`src/rtl/ad7768_spi_pkg.sv`:
```
// Shared constants and types for the SPI register slave: frame layout, FSM encoding, revision ID.
// Latency: n/a (declarations only).
// Backpressure: n/a.
package ad7768_spi_pkg;

    typedef enum logic [1:0] {
        ST_IDLE   = 2'd0,
        ST_SHIFT  = 2'd1,
        ST_COMMIT = 2'd2
    } spi_state_t;

    localparam int          FRAME_W     = 16;
    localparam int          RW_BIT      = 15;   // 1 = read, 0 = write
    localparam int          ADDR_HI     = 14;
    localparam int          ADDR_LO     = 8;
    localparam logic [6:0]  REV_ID_ADDR = 7'h0A;
    localparam logic [7:0]  REV_ID_VAL  = 8'h06;

    // Response word: {R/W, addr} echoed in the top byte, data byte below.
    function automatic logic [15:0] make_resp(input logic rw, input logic [6:0] addr,
                                              input logic [7:0] data);
        return {rw, addr, data};
    endfunction

endpackage

```
`src/rtl/spi_sync_edge.sv`:
```
// Synchronizer chain for one asynchronous input plus rise/fall pulse detection on the synced level.
// Latency: STAGES clk from input change to q; rise/fall pulse in the same cycle q changes.
// Backpressure: none; free-running every clk.
// Ports: clk/rst_n system clock and async reset; din raw input; q synced level;
//        rise/fall one-clk pulses on synced edges.
module spi_sync_edge #(
    parameter int   STAGES  = 2,
    parameter logic RST_VAL = 1'b0
) (
    input  logic clk,
    input  logic rst_n,
    input  logic din,
    output logic q,
    output logic rise,
    output logic fall
);

    logic [STAGES-1:0] chain;
    logic              prev;

    always_ff @(posedge clk or negedge rst_n) begin
        if (!rst_n) begin
            chain <= {STAGES{RST_VAL}};
            prev  <= RST_VAL;
        end else begin
            chain <= (chain << 1) | STAGES'(din);
            prev  <= chain[STAGES-1];
        end
    end

    assign q    = chain[STAGES-1];
    assign rise = q & ~prev;
    assign fall = ~q & prev;

endmodule

```
`src/rtl/spi_reg_slave.sv`:
```
// SPI mode-0 register slave: 16-bit frames {R/W, addr[6:0], data[7:0]} over an oversampled clk domain.
// Latency: commit one clk after synced cs_n rise; read data returned on sdo during the following frame.
// Backpressure: none; the SPI master paces all transfers, clk must be >= 8x sck.
// Ports: clk/rst_n system clock and async active-low reset; sck/cs_n/sdi raw SPI inputs; sdo SPI output;
//        frame_done/frame_err one-clk frame status pulses; wr_stb/wr_addr/wr_data committed-write report.
module spi_reg_slave
    import ad7768_spi_pkg::*;
#(
    parameter int NUM_REGS    = 16,
    parameter int SYNC_STAGES = 2
) (
    input  logic       clk,
    input  logic       rst_n,
    input  logic       sck,
    input  logic       cs_n,
    input  logic       sdi,
    output logic       sdo,
    output logic       frame_done,
    output logic       frame_err,
    output logic       wr_stb,
    output logic [6:0] wr_addr,
    output logic [7:0] wr_data
);

    logic sck_lvl_unused, sck_rise, sck_fall;
    logic cs_q, cs_rise, cs_fall;
    logic sdi_q, sdi_rise_unused, sdi_fall_unused;

    spi_sync_edge #(.STAGES(SYNC_STAGES), .RST_VAL(1'b0)) u_sync_sck (
        .clk(clk), .rst_n(rst_n), .din(sck),
        .q(sck_lvl_unused), .rise(sck_rise), .fall(sck_fall));
    spi_sync_edge #(.STAGES(SYNC_STAGES), .RST_VAL(1'b1)) u_sync_cs (
        .clk(clk), .rst_n(rst_n), .din(cs_n),
        .q(cs_q), .rise(cs_rise), .fall(cs_fall));
    spi_sync_edge #(.STAGES(SYNC_STAGES), .RST_VAL(1'b0)) u_sync_sdi (
        .clk(clk), .rst_n(rst_n), .din(sdi),
        .q(sdi_q), .rise(sdi_rise_unused), .fall(sdi_fall_unused));

    spi_state_t        state, state_nxt;
    logic [15:0]       rx_sr;
    logic [4:0]        bit_cnt;
    logic [15:0]       resp;
    logic [15:0]       tx_sr;
    logic [7:0]        regs [NUM_REGS];

    // The cs_n synchronizer resets to 'deselected', so releasing reset while the
    // master holds cs_n low looks like a falling edge. Frames are only accepted
    // once the chain has been flushed and cs_n has actually been seen high.
    logic [SYNC_STAGES-1:0] flush;
    logic                   armed;

    logic        start_frame, frame_ok, wr_en, addr_ok, rw;
    logic [6:0]  addr;
    logic [7:0]  data, rd_data;
    logic [15:0] resp_nxt;

    always_ff @(posedge clk or negedge rst_n) begin
        if (!rst_n) state <= ST_IDLE;
        else        state <= state_nxt;
    end

    always_comb begin
        state_nxt = state;
        case (state)
            ST_IDLE:   if (cs_fall && armed) state_nxt = ST_SHIFT;
            ST_SHIFT:  if (cs_rise)          state_nxt = ST_COMMIT;
            ST_COMMIT: state_nxt = cs_fall ? ST_SHIFT : ST_IDLE;
            default:   state_nxt = ST_IDLE;
        endcase
    end

    always_comb begin
        rw       = rx_sr[RW_BIT];
        addr     = rx_sr[ADDR_HI:ADDR_LO];
        data     = rx_sr[7:0];
        addr_ok  = int'(addr) < NUM_REGS;
        rd_data  = 8'h00;
        for (int i = 0; i < NUM_REGS; i++) begin
            if (addr_ok && addr == i[6:0]) rd_data = regs[i];
        end
        start_frame = cs_fall && ((state == ST_IDLE && armed) || state == ST_COMMIT);
        frame_ok    = (state == ST_COMMIT) && (bit_cnt == 5'(FRAME_W));
        wr_en       = frame_ok && !rw && addr_ok && (addr != REV_ID_ADDR);
        resp_nxt    = make_resp(rw, addr, rw ? rd_data : 8'h00);
    end

    always_ff @(posedge clk or negedge rst_n) begin
        if (!rst_n) begin
            flush      <= '0;
            armed      <= 1'b0;
            rx_sr      <= '0;
            bit_cnt    <= '0;
            resp       <= '0;
            tx_sr      <= '0;
            frame_done <= 1'b0;
            frame_err  <= 1'b0;
            wr_stb     <= 1'b0;
            wr_addr    <= '0;
            wr_data    <= '0;
        end else begin
            frame_done <= 1'b0;
            frame_err  <= 1'b0;
            wr_stb     <= 1'b0;
            flush      <= (flush << 1) | SYNC_STAGES'(1);
            if (!armed && flush[SYNC_STAGES-1] && cs_q) armed <= 1'b1;

            // Edges past the 16th are dropped so over-long frames decode as 16 bits.
            if (start_frame) begin
                rx_sr   <= '0;
                bit_cnt <= '0;
            end else if (state == ST_SHIFT && sck_rise && !cs_q && bit_cnt < 5'(FRAME_W)) begin
                rx_sr   <= {rx_sr[14:0], sdi_q};
                bit_cnt <= bit_cnt + 5'd1;
            end

            if (state == ST_COMMIT) begin
                if (frame_ok) begin
                    frame_done <= 1'b1;
                    resp       <= resp_nxt;
                    if (wr_en) begin
                        wr_stb  <= 1'b1;
                        wr_addr <= addr;
                        wr_data <= data;
                    end
                end else begin
                    frame_err <= 1'b1;
                end
            end

            // Back-to-back frames start in COMMIT, where resp is still being written.
            if (start_frame)
                tx_sr <= frame_ok ? resp_nxt : resp;
            else if (state == ST_SHIFT && sck_fall && !cs_q)
                tx_sr <= tx_sr << 1;
        end
    end

    always_ff @(posedge clk or negedge rst_n) begin
        if (!rst_n) begin
            for (int i = 0; i < NUM_REGS; i++)
                regs[i] <= (i[6:0] == REV_ID_ADDR) ? REV_ID_VAL : 8'h00;
        end else if (wr_en) begin
            for (int i = 0; i < NUM_REGS; i++)
                if (addr == i[6:0]) regs[i] <= data;
        end
    end

    assign sdo = tx_sr[15] & ~cs_q;

endmodule

```
`config.mk`:
```
export PLATFORM = sky130hd
export DESIGN_NAME = spi_reg_slave
export DESIGN_NICKNAME = d
export VERILOG_FILES = /design/src/rtl/ad7768_spi_pkg.sv /design/src/rtl/spi_sync_edge.sv /design/src/rtl/spi_reg_slave.sv
export SDC_FILE = /design/constraint.sdc
export NUM_CORES = 1
export LEC_CHECK = 0
export BUFFER_PORTS_ARGS = -buffer_cell sky130_fd_sc_hd__buf_4
export CAP_MARGIN = 20
export CORE_MARGIN = 1
export CORE_UTILIZATION = 65
export CTS_CLUSTER_DIAMETER = 30
export DETAILED_ROUTE_END_ITERATION = 8
export PLACE_DENSITY = 0.87
export SLEW_MARGIN = 0
export SYNTH_ARGS = -nofsm -noshare
export SYNTH_HDL_FRONTEND = slang
export SYNTH_SLANG_ARGS = --single-unit
```
`constraint.sdc`:
```
create_clock -name clk -period 3.5 [get_ports clk]
set_input_delay 0.35 -clock clk [delete_from_list [all_inputs] [get_ports clk]]
set_output_delay 0.35 -clock clk [all_outputs]
set_load 0.01 [all_outputs]
```
==> impl_metrics.yaml <==
timing:
  worst_clock_skew_ps: 36.1
  fin_setup_tns_ps: 0
  tightestPinTransition_ps: 1010
  min_period_over_period_pct: 86.8
  hold_viol: 0
  drv_slew: 0
  grt_setup_unrepaired: "false"
  max_clock_freq_mhz: 329
  worst_slew_margin_pct: 32.6
  layout_min_cycle_time_ps: 3040
  number_of_endpoints_failing_setup_at_the_final_stage: 0
final_layout:
  num_antenna_cells: 0
  finalNonFillerCells: 1035
  area_growth_syn_to_fin_pct: 16.8
  layout.nets: 831
  layout-drive-gt1-share_pct: 31.8
clock_tree:
  cts_resized: 0
  cts-root-buf: "sky130_fd_sc_hd__clkbuf_16"
  numClockSinks: 212
  cts.reportedPaths.clkPinSlew_ps: 50
  clock_tree_from_tritoncts: "built"
  cts_buffers: 39
  cts-hold-fix-buffers: 4
  clock_latency_ps: 510
  cts_setup_buffers: 0
  clockBufferDepth: 3
  h-tree-depth: 2
floorplanning:
  die_width_um: 124
  rows: 44
  initial_core_util_pct: 66.8
  height_of_the_die_um: 124
  design.portCount: 24
  die_area_um2: 15400
  coreArea_um2: 14500
critical_path:
  startpoint_type: "flop"
  worstReg2RegStart: "rx_sr[10]"
  start_to_end_type_of_the_worst_setup_path: "reg2reg"
  endpoint_kind: "flop"
  worst_setup_path_startpoint: "rx_sr[10]"
  worst-r2r-cell-count: 8
  worst_ep_required_time_ps: 3920
  crit_fanout: 24
  rr_endpoint: "tx_sr[5]"
  reg2reg_slack_ps: 460
  cp_data_arrival_time_ps: 3460
synthesis:
  syn_area_um2: 9710
  asr_flop_ratio_synth_pct: 100
  synth_cell_type_count: 75
  synth-main-ff-cell: "sky130_fd_sc_hd__dfrtp_1"
  synth.ff_latch_count: 212
  net_count_synth: 799
  post_synth.cell_area_avg_um2: 12.3
  synth.yosys.seq_area_share_pct: 54.7
  synthesis.yosys.warnings: 0
  synthesis.instances: 792
  post_synth_edffs: 0
placement:
  numPlacedInstances: 962
  detailedPlacementHpwl_um: 17400
  io_buffers: 23
  gp_congestion: 1.03
routing:
  num_vias: 7057
  detail_route.wl_per_cell_um: 26.6
  dr.pass1.iters: 6
  vias_per_cell: 6.82
  drc_errors: 0
  drt_first_iter_violations: 709
  wl_um: 27500
  drt.antenna.violating_nets: 0
power:
  peakVddDrop_v: 0.000464
  power.static_leakage_uw: 0.00553
  power-per-cell-area_nw_per_um2: 552
global_routing:
  first_pass_grt_wire_length_um: 42700
  grt-busiest-layer: "met2"
  gr-usage-met2_pct: 57.0
  grtUsageMet3_pct: 9.49
  maximum_number_of_pins_on_one_net_before_global_route_repair: 89
  globalRoute.totalOverflow: 0
  first_global_vias: 7273
  antenna_found_initial: 0
  grt.met1_usage_pct: 47.4
  grt_use_total_pct: 36.6
hold_path:
  worst_hold_path.num_cells: 0
  worst_hold_path.endpoint: "u_sync_sdi.chain[1]"
  hold_path.class: "reg2reg"
  hold_path.startpoint: "u_sync_sdi.chain[0]"
flow_run:
  max_cap_violations: 0
run_status:
  run_status: "finished clean"
==> report_power, final <==
part	switching (uW)	internal [uW]	leakage [uW]
Combinational	102	49.9	0.00200
Sequential	41.8	2490	0.00291
Clock	1320	2270	0.000615
Total	1460	4810	0.00553
==> placed cells by master (no fill, tap or decap), drive strengths merged, types with 6 or more instances in the layout <==
cell type / n
nand2b: 8
buf: 46
a22oi: 9
nor2: 65
o21ai: 32
nor2b: 15
dfrtp: 207
nor3: 13
mux2i: 40
mux2: 140
a21oi: 17
nand2: 40
a21o: 6
a31oi: 7
clkbuf: 45
nand3: 18
clkinv: 10
inv: 17
==> critical path: stages (launching register included) <==
cell	delay [ps]
sky130_fd_sc_hd__dfrtp_1	990
sky130_fd_sc_hd__buf_4	320
sky130_fd_sc_hd__nand2b_1	80
sky130_fd_sc_hd__buf_4	220
sky130_fd_sc_hd__a2111oi_0	620
sky130_fd_sc_hd__a31oi_1	170
sky130_fd_sc_hd__nand3_1	200
sky130_fd_sc_hd__o211ai_1	150
sky130_fd_sc_hd__a31oi_1	180
==> logic make-up after synthesis <==
kind of cell    Yosys count  share of synthesized area, %
flops                   212                          54.7
other cells               1                        0.0386
compound gates          134                          9.76
fa+ha+maj                 2                         0.258
mux                     180                          20.4
simple gates            192                          11.6
buf+inv                  68                          3.07
xor+xnor                  3                         0.271
==> synth_stat cells, drive strengths merged (4+ instances only) <==
| master | n | share of area (%) |
|---|---|---|
| a21oi | 17 | 0.88 |
| a31oi | 7 | 0.45 |
| mux2i | 40 | 4.1 |
| o21ai | 32 | 1.7 |
| nand2 | 40 | 1.7 |
| nand3 | 18 | 1.0 |
| nor2 | 65 | 3.7 |
| a22oi | 9 | 0.70 |
| a2bb2oi | 5 | 0.45 |
| a21o | 6 | 0.46 |
| o32ai | 4 | 0.36 |
| dfstp | 5 | 1.4 |
| clkbuf | 35 | 1.4 |
| mux2 | 140 | 16 |
| inv | 8 | 0.33 |
| dfrtp | 207 | 53 |
| nor2b | 15 | 0.97 |
| a211oi | 5 | 0.39 |
| nand2b | 8 | 0.52 |
| buf | 25 | 1.4 |
| and2 | 5 | 0.32 |
| o211ai | 5 | 0.39 |
| a32o | 4 | 0.41 |
| nor3 | 13 | 0.90 |
==> stage by stage <==
stage / hold WS, ps / cell area (um2) / worst slack (ps) / util, % / total power, uW
6_report: 345 / 11300 / 461 / 78.1 / 6270
5_1_grt: 354 / 11300 / 313 / 78.1 / 6420
4_1_cts: 346 / 11300 / 635 / 78.0 / 6290
3_5_place_dp: 336 / 10000 / 673 / 69.0 / 2710
3_3_place_gp: 335 / 10000 / 706 / 69.0 / 2700
2_1_floorplan: 54.4 / 9710 / 1150 / - / 2620
==> how the worst max path moves through the flow <==
stage,endpoint,slack (ps),depth (start not counted)
after CTS,tx_sr[5],630,8
after global placement,tx_sr[5],710,8
after detailed placement,regs[11],670,5
after floorplan,regs[80],1150,10
final,tx_sr[5],460,8
after global routing,tx_sr[5],310,8
==> state kept, by name, summed over array words and instances, names as in the netlist <==
| register | cells |
|---|---|
| regs | 128 |
| frame_err | 1 |
| frame_done | 1 |
| wr_addr | 7 |
| rx_sr | 16 |
| armed | 1 |
| bit_cnt | 5 |
| tx_sr | 16 |
| u_sync_cs.prev | 1 |
| u_sync_sck.prev | 1 |
| u_sync_sck.chain | 2 |
| resp | 16 |
| state | 2 |
| wr_data | 8 |
| flush | 2 |
| u_sync_sdi.chain | 2 |
| u_sync_cs.chain | 2 |
| wr_stb | 1 |
==> layer usage <==
metal	wire length [um]	vias to the layer above
met3	2650	121
met2	12900	424
met4	1520	0
met5	0	-
met1	10500	3576
li1	-	2936
==> cell type report <==
class,instances,area [um2]
Timing Repair Buffer,51,407
Clock inverter,24,245
Clock buffer,44,1010
Inverter,8,32.5
Multi-Input combinational cell,512,4110
Fill cell,863,3180
Sequential cell,212,5310
Tap cell,184,230
(Power assumes the default switching activity.)
